--- config.mk ---
export PLATFORM = sky130hd
export DESIGN_NAME = decoder3_flat
export DESIGN_NICKNAME = d
export VERILOG_FILES = /design/src/rtl/decoder3_if.sv /design/src/rtl/decoder3.sv /design/src/flat_wrapper.sv
export SDC_FILE = /design/constraint.sdc
export NUM_CORES = 1
export LEC_CHECK = 0
export BUFFER_PORTS_ARGS = -buffer_cell sky130_fd_sc_hd__clkbuf_2
export CORE_UTILIZATION = 47
export DETAILED_ROUTE_END_ITERATION = 8
export HOLD_SLACK_MARGIN = 0.12
export PLACE_DENSITY = 0.8
export SYNTH_ARGS = -nofsm -noshare
export SYNTH_HDL_FRONTEND = slang
export SYNTH_SLANG_ARGS = --single-unit
--- constraint.sdc ---
create_clock -name clk -period 1.1 [get_ports clk]
set_input_delay 0.22 -clock clk [delete_from_list [all_inputs] [get_ports clk]]
set_output_delay 0.22 -clock clk [all_outputs]
set_load 0.05 [all_outputs]
--- src/rtl/decoder3_if.sv ---
// Signal bundle for the 3-to-8 opcode decoder.
// master drives the select side, slave is the decoder itself.
interface decoder3_if;
    logic [2:0] sel;
    logic       en;
    logic       dout_0;
    logic       dout_1;
    logic       dout_2;
    logic       dout_3;
    logic       dout_4;
    logic       dout_5;
    logic       dout_6;
    logic       dout_7;
    logic [7:0] dout_q;
    logic [2:0] sel_q;
    logic       any_q;
    logic       chg;

    modport master (
        output sel, en,
        input  dout_0, dout_1, dout_2, dout_3,
        input  dout_4, dout_5, dout_6, dout_7,
        input  dout_q, sel_q, any_q, chg
    );

    modport slave (
        input  sel, en,
        output dout_0, dout_1, dout_2, dout_3,
        output dout_4, dout_5, dout_6, dout_7,
        output dout_q, sel_q, any_q, chg
    );
endinterface

--- src/rtl/decoder3.sv ---
// 3-to-8 one-hot opcode decoder with a registered copy and change strobe.
// INVERT flips the polarity of every decoded output (not sel_q/chg).
module decoder3 #(
    parameter bit INVERT = 1'b0
) (
    input logic        clk,
    input logic        clr_n,
    decoder3_if.slave  bus
);

    logic [7:0] hot;
    logic [2:0] sel_q, sel_d;
    logic [7:0] hot_q, hot_d;
    logic       any_q, any_d;
    logic       chg_q, chg_d;

    // An unknown sel never matches, so every strobe stays inactive.
    always_comb begin
        hot = '0;
        for (int k = 0; k < 8; k++) begin
            if (bus.sel == 3'(k)) hot[k] = 1'b1;
        end
    end

    always_comb begin
        sel_d = sel_q;
        hot_d = hot_q;
        any_d = any_q;
        chg_d = 1'b0;
        if (bus.en) begin
            sel_d = bus.sel;
            hot_d = hot;
            any_d = 1'b1;
            chg_d = (bus.sel != sel_q) || !any_q;
        end
    end

    always_ff @(posedge clk or negedge clr_n) begin
        if (!clr_n) begin
            sel_q <= 3'd0;
            hot_q <= 8'h00;
            any_q <= 1'b0;
            chg_q <= 1'b0;
        end else begin
            sel_q <= sel_d;
            hot_q <= hot_d;
            any_q <= any_d;
            chg_q <= chg_d;
        end
    end

    assign bus.dout_0 = hot[0] ^ INVERT;
    assign bus.dout_1 = hot[1] ^ INVERT;
    assign bus.dout_2 = hot[2] ^ INVERT;
    assign bus.dout_3 = hot[3] ^ INVERT;
    assign bus.dout_4 = hot[4] ^ INVERT;
    assign bus.dout_5 = hot[5] ^ INVERT;
    assign bus.dout_6 = hot[6] ^ INVERT;
    assign bus.dout_7 = hot[7] ^ INVERT;
    assign bus.dout_q = hot_q ^ {8{INVERT}};
    assign bus.sel_q  = sel_q;
    assign bus.any_q  = any_q ^ INVERT;
    assign bus.chg    = chg_q;

endmodule

--- src/flat_wrapper.sv ---
// flat-port wrapper written by rule: the top's interface ports become plain ports
module decoder3_flat 
#(
    parameter bit INVERT = 1'b0
)
  (clk, clr_n, bus_sel, bus_en, bus_dout_0, bus_dout_1, bus_dout_2, bus_dout_3, bus_dout_4, bus_dout_5, bus_dout_6, bus_dout_7, bus_dout_q, bus_sel_q, bus_any_q, bus_chg);
  decoder3_if bus_i ();
  input logic clk;
  input logic clr_n;
  input wire logic [$bits(bus_i.sel)-1:0] bus_sel;
  input wire logic [$bits(bus_i.en)-1:0] bus_en;
  output wire logic [$bits(bus_i.dout_0)-1:0] bus_dout_0;
  output wire logic [$bits(bus_i.dout_1)-1:0] bus_dout_1;
  output wire logic [$bits(bus_i.dout_2)-1:0] bus_dout_2;
  output wire logic [$bits(bus_i.dout_3)-1:0] bus_dout_3;
  output wire logic [$bits(bus_i.dout_4)-1:0] bus_dout_4;
  output wire logic [$bits(bus_i.dout_5)-1:0] bus_dout_5;
  output wire logic [$bits(bus_i.dout_6)-1:0] bus_dout_6;
  output wire logic [$bits(bus_i.dout_7)-1:0] bus_dout_7;
  output wire logic [$bits(bus_i.dout_q)-1:0] bus_dout_q;
  output wire logic [$bits(bus_i.sel_q)-1:0] bus_sel_q;
  output wire logic [$bits(bus_i.any_q)-1:0] bus_any_q;
  output wire logic [$bits(bus_i.chg)-1:0] bus_chg;
  assign bus_i.sel = bus_sel;
  assign bus_i.en = bus_en;
  assign bus_dout_0 = bus_i.dout_0;
  assign bus_dout_1 = bus_i.dout_1;
  assign bus_dout_2 = bus_i.dout_2;
  assign bus_dout_3 = bus_i.dout_3;
  assign bus_dout_4 = bus_i.dout_4;
  assign bus_dout_5 = bus_i.dout_5;
  assign bus_dout_6 = bus_i.dout_6;
  assign bus_dout_7 = bus_i.dout_7;
  assign bus_dout_q = bus_i.dout_q;
  assign bus_sel_q = bus_i.sel_q;
  assign bus_any_q = bus_i.any_q;
  assign bus_chg = bus_i.chg;
  decoder3 #(.INVERT(INVERT)) u_core (.clk(clk), .clr_n(clr_n), .bus(bus_i));
endmodule
==> results of run 1 <==
[routing by layer]
metal  wire length [um]  vias up
met5                  0        -
met4                  0        0
met3                 52        0
met2                788       16
met1                560      215
li1                   -      212
[synthesized netlist by cell type]
cell type                 instances
sky130_fd_sc_hd__nor3_1           1
sky130_fd_sc_hd__buf_6            3
sky130_fd_sc_hd__buf_4            1
sky130_fd_sc_hd__a41oi_1          1
sky130_fd_sc_hd__xnor2_1          3
sky130_fd_sc_hd__nor3b_2          3
sky130_fd_sc_hd__mux2_4           2
sky130_fd_sc_hd__and3_2           1
sky130_fd_sc_hd__dfrtp_1         13
sky130_fd_sc_hd__mux2_2           9
sky130_fd_sc_hd__inv_1            1
sky130_fd_sc_hd__and3b_1          3
sky130_fd_sc_hd__or2_2            1
[repair_timing]
| item | in CTS | in global routing |
|---|---|---|
| hold endpoints to repair | 13 | 0 |
| gates resized for setup | 34 | 22 |
| buffers inserted | 1 | 3 |
| hold buffers | 1 | 0 |
| endpoints found under the setup margin | 21 | 19 |
[through the flow]
| step | TNS (ns) | utilization | total power, mW | setup slack (ns) | instances |
|---|---|---|---|---|---|
| 6_report | 0 | 0.8568 | 1.254 | 0.01466 | 90 |
| 5_1_grt | -0.08288 | 0.8568 | 1.316 | -0.02184 | 90 |
| 4_1_cts | -0.009684 | 0.8194 | 1.232 | -0.006460 | 87 |
| 3_5_place_dp | -0.7998 | 0.6774 | 0.8798 | -0.1276 | 81 |
| 3_3_place_gp | -0.7543 | 0.6774 | 0.8743 | -0.1279 | 81 |
| 2_1_floorplan | -0.2509 | - | 0.8169 | -0.06914 | 42 |
[cell families (layout without fill, tap and decap cells)]
| family | Yosys count | in the layout | share of synthesized area |
|---|---|---|---|
| muxes | 11 | 11 | 0.2121 |
| AOI/OAI and AO/OA | 1 | 1 | 0.01414 |
| DFF | 13 | 13 | 0.5252 |
| buffers and inverters | 5 | 39 | 0.07272 |
| xor gates and xnor gates | 3 | 3 | 0.04243 |
| and+or+nand+nor | 9 | 9 | 0.1334 |
[area by class of cell]
type,count,area share
Timing Repair Buffer,34,0.3354
Inverter,1,0.003741
Clock buffer,4,0.02618
Tap cell,14,0.01746
Sequential cell,13,0.3242
Multi-Input combinational cell,24,0.2930
[path summary, 6_finish.rpt]
kind / slack (ns) / to / cells after the start / startpoint
max: 0.01 / bus_sel_q[0] / 1 / u_core.bus.sel_q[0]$_DFFE_PN0P_
min: 0.38 / u_core.bus.dout_q[4]$_DFFE_PN0P_ / 2 / clr_n
max reg2reg: 0.09 / u_core.bus.chg$_DFF_PN0_ / 3 / u_core.bus.sel_q[1]$_DFFE_PN0P_
min reg2reg: 0.52 / u_core.bus.dout_q[2]$_DFFE_PN0P_ / 1 / u_core.bus.dout_q[2]$_DFFE_PN0P_
max in group asynchronous: 0.47 / u_core.bus.sel_q[0]$_DFFE_PN0P_ / 2 / clr_n
min in group clk: 0.42 / u_core.bus.sel_q[0]$_DFFE_PN0P_ / 3 / bus_sel[0]
[where the power goes]
group / total [mW] / switching [mW] / internal [mW]
Sequential: 0.538 / 0.0277 / 0.510
Clock: 0.291 / 0.150 / 0.140
Combinational: 0.426 / 0.249 / 0.177
Total: 1.25 / 0.427 / 0.827
[flip-flops by register name (all words and copies together) (netlist names)]
| name | cells |
|---|---|
| u_core.bus.any_q | 1 |
| u_core.bus.chg | 1 |
| u_core.bus.dout_q | 8 |
| u_core.bus.sel_q | 3 |
==> results_dict.tcl, run 1 <==
set metrics [dict create \
    worstSetupPathType "flip-flop to primary output" \
    post_synthesis_area_per_instance_um2 14.75 \
    floorplan.initialDensity 0.5288 \
    worst-path-max-fanout 3 \
    grt_remaining_overflow 0 \
    filler_cell_count 58 \
    result_of_the_run "complete, no violations" \
    gate_count_post_synth 42 \
    fin_area_um2 1003 \
    floorplan.die_area_um2 1467 \
    worst_setup_hold_path_clk_slew_ns 0.08 \
    placeableCoreArea_um2 1171 \
    met3_grt_util 0.05233 \
    dp_hpwl_um 804.1 \
    ys_ff_latch 13 \
    critPathRequiredTime_ns 0.88 \
    drt_drc_violations_left 0 \
    synth.lib_cells_used.distinct 13 \
    mostFrequentLayoutCell "sky130_fd_sc_hd__buf_4" \
    finalClockSkew_ns 0.007962 \
    gp_congestion 0.6370 \
    yosys.area.top_type_share 0.5253 \
    cpLargestDelayFamily "flip-flops" \
    syn-cell-area_um2 619.3 \
    via_per_inst 4.922 \
    die_span_in_y_um 38.30 \
    ys_seq_area_frac 0.5253 \
    multi_input_area_um2 294.0 \
    drt-wirelength-per-cell_um 15.57 \
    finalSetupViolations 0 \
    grt_start_max_net_pins 14 \
    cp-start-kind "flip-flop" \
    area_growth_syn_to_layout_pct 62.02 \
    buffers_and_inverters_on_the_worst_path 1 \
    grt.busiest_layer "met2" \
    timing_worst_slew_pin_value_ns 0.3601 \
    detail_route.first_pass.iterations 2 \
    timing.critical_path.slowest_stage_cell "sky130_fd_sc_hd__dfrtp_1" \
    io_buffer_count 26 \
    grt.met2_usage 0.3432 \
    cts_tree "yes" \
    hold-worst-slack_ns 0.3754 \
    routed_wl_um 1401 \
    finalMaxSlewViolations 0 \
    leakagePower_nw 0.4993 \
    post_route_cells_drive_above_1_share 0.7368 \
    grt_antenna_before_repair 0 \
    final-seq-area_um2 325.3 \
    yosys.area.top_type "sky130_fd_sc_hd__dfrtp_1" \
    min_period_ns 1.085 \
    netlist_top_cells_area "sky130_fd_sc_hd__dfrtp_1, sky130_fd_sc_hd__mux2_2, sky130_fd_sc_hd__nor3b_2" \
    vias_in_the_first_global_route 399 \
    crit_path_max_incr_delay_ns 0.43 \
    ys.warnings.count 0 \
    power_density_over_the_cells_nw_per_um2 1249 \
    clk_path_buf_depth 2 \
    gr-usage-all-layers 0.2189 \
    layout.cells.most_common_list "sky130_fd_sc_hd__buf_4, sky130_fd_sc_hd__dfrtp_1, sky130_fd_sc_hd__buf_8" \
    clkLatencyLatePin_ns 0.27 \
    number_of_antenna_repair_diodes 0 \
    hold_path.class "input port to asynchronous set/reset pin" \
    arrival_ns 0.87 \
    grt_first_pass_wirelength_um 2021 \
    drt-initial-drc-count 1 \
    design.portCount 27 \
    worst_slew_margin_relative_to_its_limit 0.7599 \
    hold_violations 0 \
    max_capacitance_violation_count 0 \
    vdd_ir_drop_max_v 0.0008675 \
    crit_chain "buf_8" \
    cts.root.buffer_cell "sky130_fd_sc_hd__clkbuf_4" \
    synth_fp_nets 48 \
    min_period_over_period 0.9867 \
    row_count 12 \
    gr-usage-met1 0.2803 \
    worst_setup_path_end_kind "primary output" \
    vias 443 \
    timing.fmax_ghz 0.9214 \
    postRouteAntennaNets 0 \
    rsz_0062_raised_after_global_routing "yes" \
    final_net_count 83 \
    cts-buffers-inserted 3 \
    clock_sinks 13 \
    cts.htree.levels 1 \
    chipWidth_um 38.30 \
    placedInstanceArea_um2 793.3 \
]
Note: power is estimated with default switching activity, not from simulation.
==> run 2: changes to the inputs <==
RECOVER_POWER = 100   (was default)
TNS_END_PERCENT = 1   (was default)
==> run 2 against run 1 <==
  * Cell area fell by 5.6%
  * Worst setup slack got worse by 0.0060 ns
  * Die area did not move
  * Flip-flop and latch count unchanged
  * Count of clock-buffer cells in the layout is the same
  * First-iteration DRC count grew to 5.0 times the previous value
  * Wire length up 0.21%
  * Clock power up 1%
  * Sequential share of layout area increased by 1.9 points
  * Core utilization shrank 4.8 points
  * Global-route usage rose by 0.68 points
  * Critical path depth unchanged
  * Critical path type unchanged
==> results_dict.tcl, run 2 (same netlist as run 1, synthesis figures left out) <==
set metrics [dict create \
    result_of_the_run "complete, no violations" \
    floorplan.die_area_um2 1467 \
    drt-initial-drc-count 5 \
    vias 447 \
    worst-path-max-fanout 3 \
    grt_first_pass_wirelength_um 2083 \
    vdd_ir_drop_max_v 0.0006958 \
    filler_cell_count 74 \
    hold-path-cell-count 3 \
    detail_route.first_pass.iterations 2 \
    cts.htree.levels 1 \
    row_count 12 \
    clkLatencyLatePin_ns 0.27 \
    worst_slew_margin_relative_to_its_limit 0.5463 \
    finalClockSkew_ns 0.003049 \
    gp_congestion 0.6210 \
    cp-start-kind "flip-flop" \
    crit_chain "buf_8" \
    critPathRequiredTime_ns 0.88 \
    dp_cells 81 \
    gr-usage-all-layers 0.2257 \
    finalSetupViolations 0 \
    ff2ff_path_depth 3 \
    rsz_0062_raised_after_global_routing "yes" \
    area_growth_syn_to_layout_pct 52.93 \
    cp_num_cells 1 \
    cpLargestDelayFamily "flip-flops" \
    largest_register_ff_count 8 \
    post_route_cells_drive_above_1_share 0.6081 \
    min_period_over_period 0.9921 \
    power_density_over_the_cells_nw_per_um2 1303 \
    layout.cells.most_common_list "sky130_fd_sc_hd__buf_4, sky130_fd_sc_hd__dfrtp_1, sky130_fd_sc_hd__mux2_2" \
    buffers_and_inverters_on_the_worst_path 1 \
    postRouteAntennaNets 0 \
    cts-buffers-inserted 3 \
    design.portCount 27 \
    clk_path_buf_depth 2 \
    worstSetupPathType "flip-flop to primary output" \
    drt-wirelength-per-cell_um 15.95 \
    clock_sinks 13 \
    timing.critical_path.slowest_stage_cell "sky130_fd_sc_hd__dfrtp_1" \
    leakagePower_nw 0.4712 \
    routed_wl_um 1404 \
    die_span_in_y_um 38.30 \
    dp_hpwl_um 850.6 \
    fin_area_um2 947.2 \
    chipWidth_um 38.30 \
    io_buffer_count 26 \
    placedInstanceArea_um2 790.8 \
    min_period_ns 1.091 \
    final_net_count 81 \
    finish.utilization 0.8088 \
    finalMaxSlewViolations 0 \
    cts.root.buffer_cell "sky130_fd_sc_hd__clkbuf_4" \
    totalNegativeSetupSlack_ns 0 \
    cts_tree "yes" \
    hold_path.class "input port to flip-flop" \
    grt_start_max_net_pins 14 \
    layoutNonFillerInstCount 88 \
    vias_in_the_first_global_route 431 \
    multi_input_area_um2 272.8 \
    grt_remaining_overflow 0 \
    timing.fmax_ghz 0.9163 \
    timing_worst_slew_pin_value_ns 0.6806 \
    crit_path_max_incr_delay_ns 0.43 \
    max_capacitance_violation_count 0 \
    arrival_ns 0.87 \
    number_of_antenna_repair_diodes 0 \
    placeableCoreArea_um2 1171 \
    hold_violations 0 \
    mostFrequentLayoutCell "sky130_fd_sc_hd__buf_4" \
    final-seq-area_um2 325.3 \
    hold-worst-slack_ns 0.3604 \
    worst_setup_path_end_kind "primary output" \
    worst_setup_hold_path_clk_slew_ns 0.08 \
    floorplan.initialDensity 0.5288 \
    drt_drc_violations_left 0 \
    via_per_inst 5.080 \
    grt_antenna_before_repair 0 \
]
run 2: what timing repair did:
item | in CTS | in global routing
hold buffers | 1 | 0
endpoints found under the setup margin | 21 | 19
resized for setup | 35 | 24
setup buffers | 0 | 2
endpoints found under the hold margin | 13 | 0
pin swaps | 0 | 1
run 2: area by class of cell:
type,count,share of cell area
Inverter,1,0.003963
Timing Repair Buffer,32,0.3184
Multi-Input combinational cell,24,0.2880
Tap cell,14,0.01849
Clock buffer,4,0.02774
Sequential cell,13,0.3435
run 2: power breakdown:
group | total [mW] | leakage [nW] | internal, mW | switching (mW)
combinational | 0.403 | 0.293 | 0.159 | 0.244
sequential | 0.536 | 0.163 | 0.510 | 0.0265
clock | 0.295 | 0.0150 | 0.141 | 0.155
run 2: worst paths after layout:
path	endpoint	slack [ns]	from
max	bus_sel_q[0]	0.009	u_core.bus.sel_q[0]$_DFFE_PN0P_
max in group asynchronous	u_core.bus.sel_q[1]$_DFFE_PN0P_	0.18	clr_n
max reg2reg	u_core.bus.chg$_DFF_PN0_	0.09	u_core.bus.sel_q[0]$_DFFE_PN0P_
min reg2reg	u_core.bus.dout_q[4]$_DFFE_PN0P_	0.50	u_core.bus.dout_q[4]$_DFFE_PN0P_
min in group asynchronous	u_core.bus.dout_q[2]$_DFFE_PN0P_	0.49	clr_n
min	u_core.bus.chg$_DFF_PN0_	0.36	bus_en
run 2: per-stage QoR:
step	setup slack [ns]	power [mW]
after floorplan	-0.07578	0.8120
after global placement	-0.1269	0.8734
after detailed placement	-0.1288	0.8800
after CTS	-0.005935	1.226
after global routing	-0.01878	1.288
final	0.008650	1.235
run 2: metal layers:
layer	share of wire	up-vias	global-route usage
met4	0.011	0	0.1071
met5	0	-	0
met3	0.060	2	0.05814
met2	0.54	21	0.3814
li1	-	209	-
met1	0.38	215	0.2634
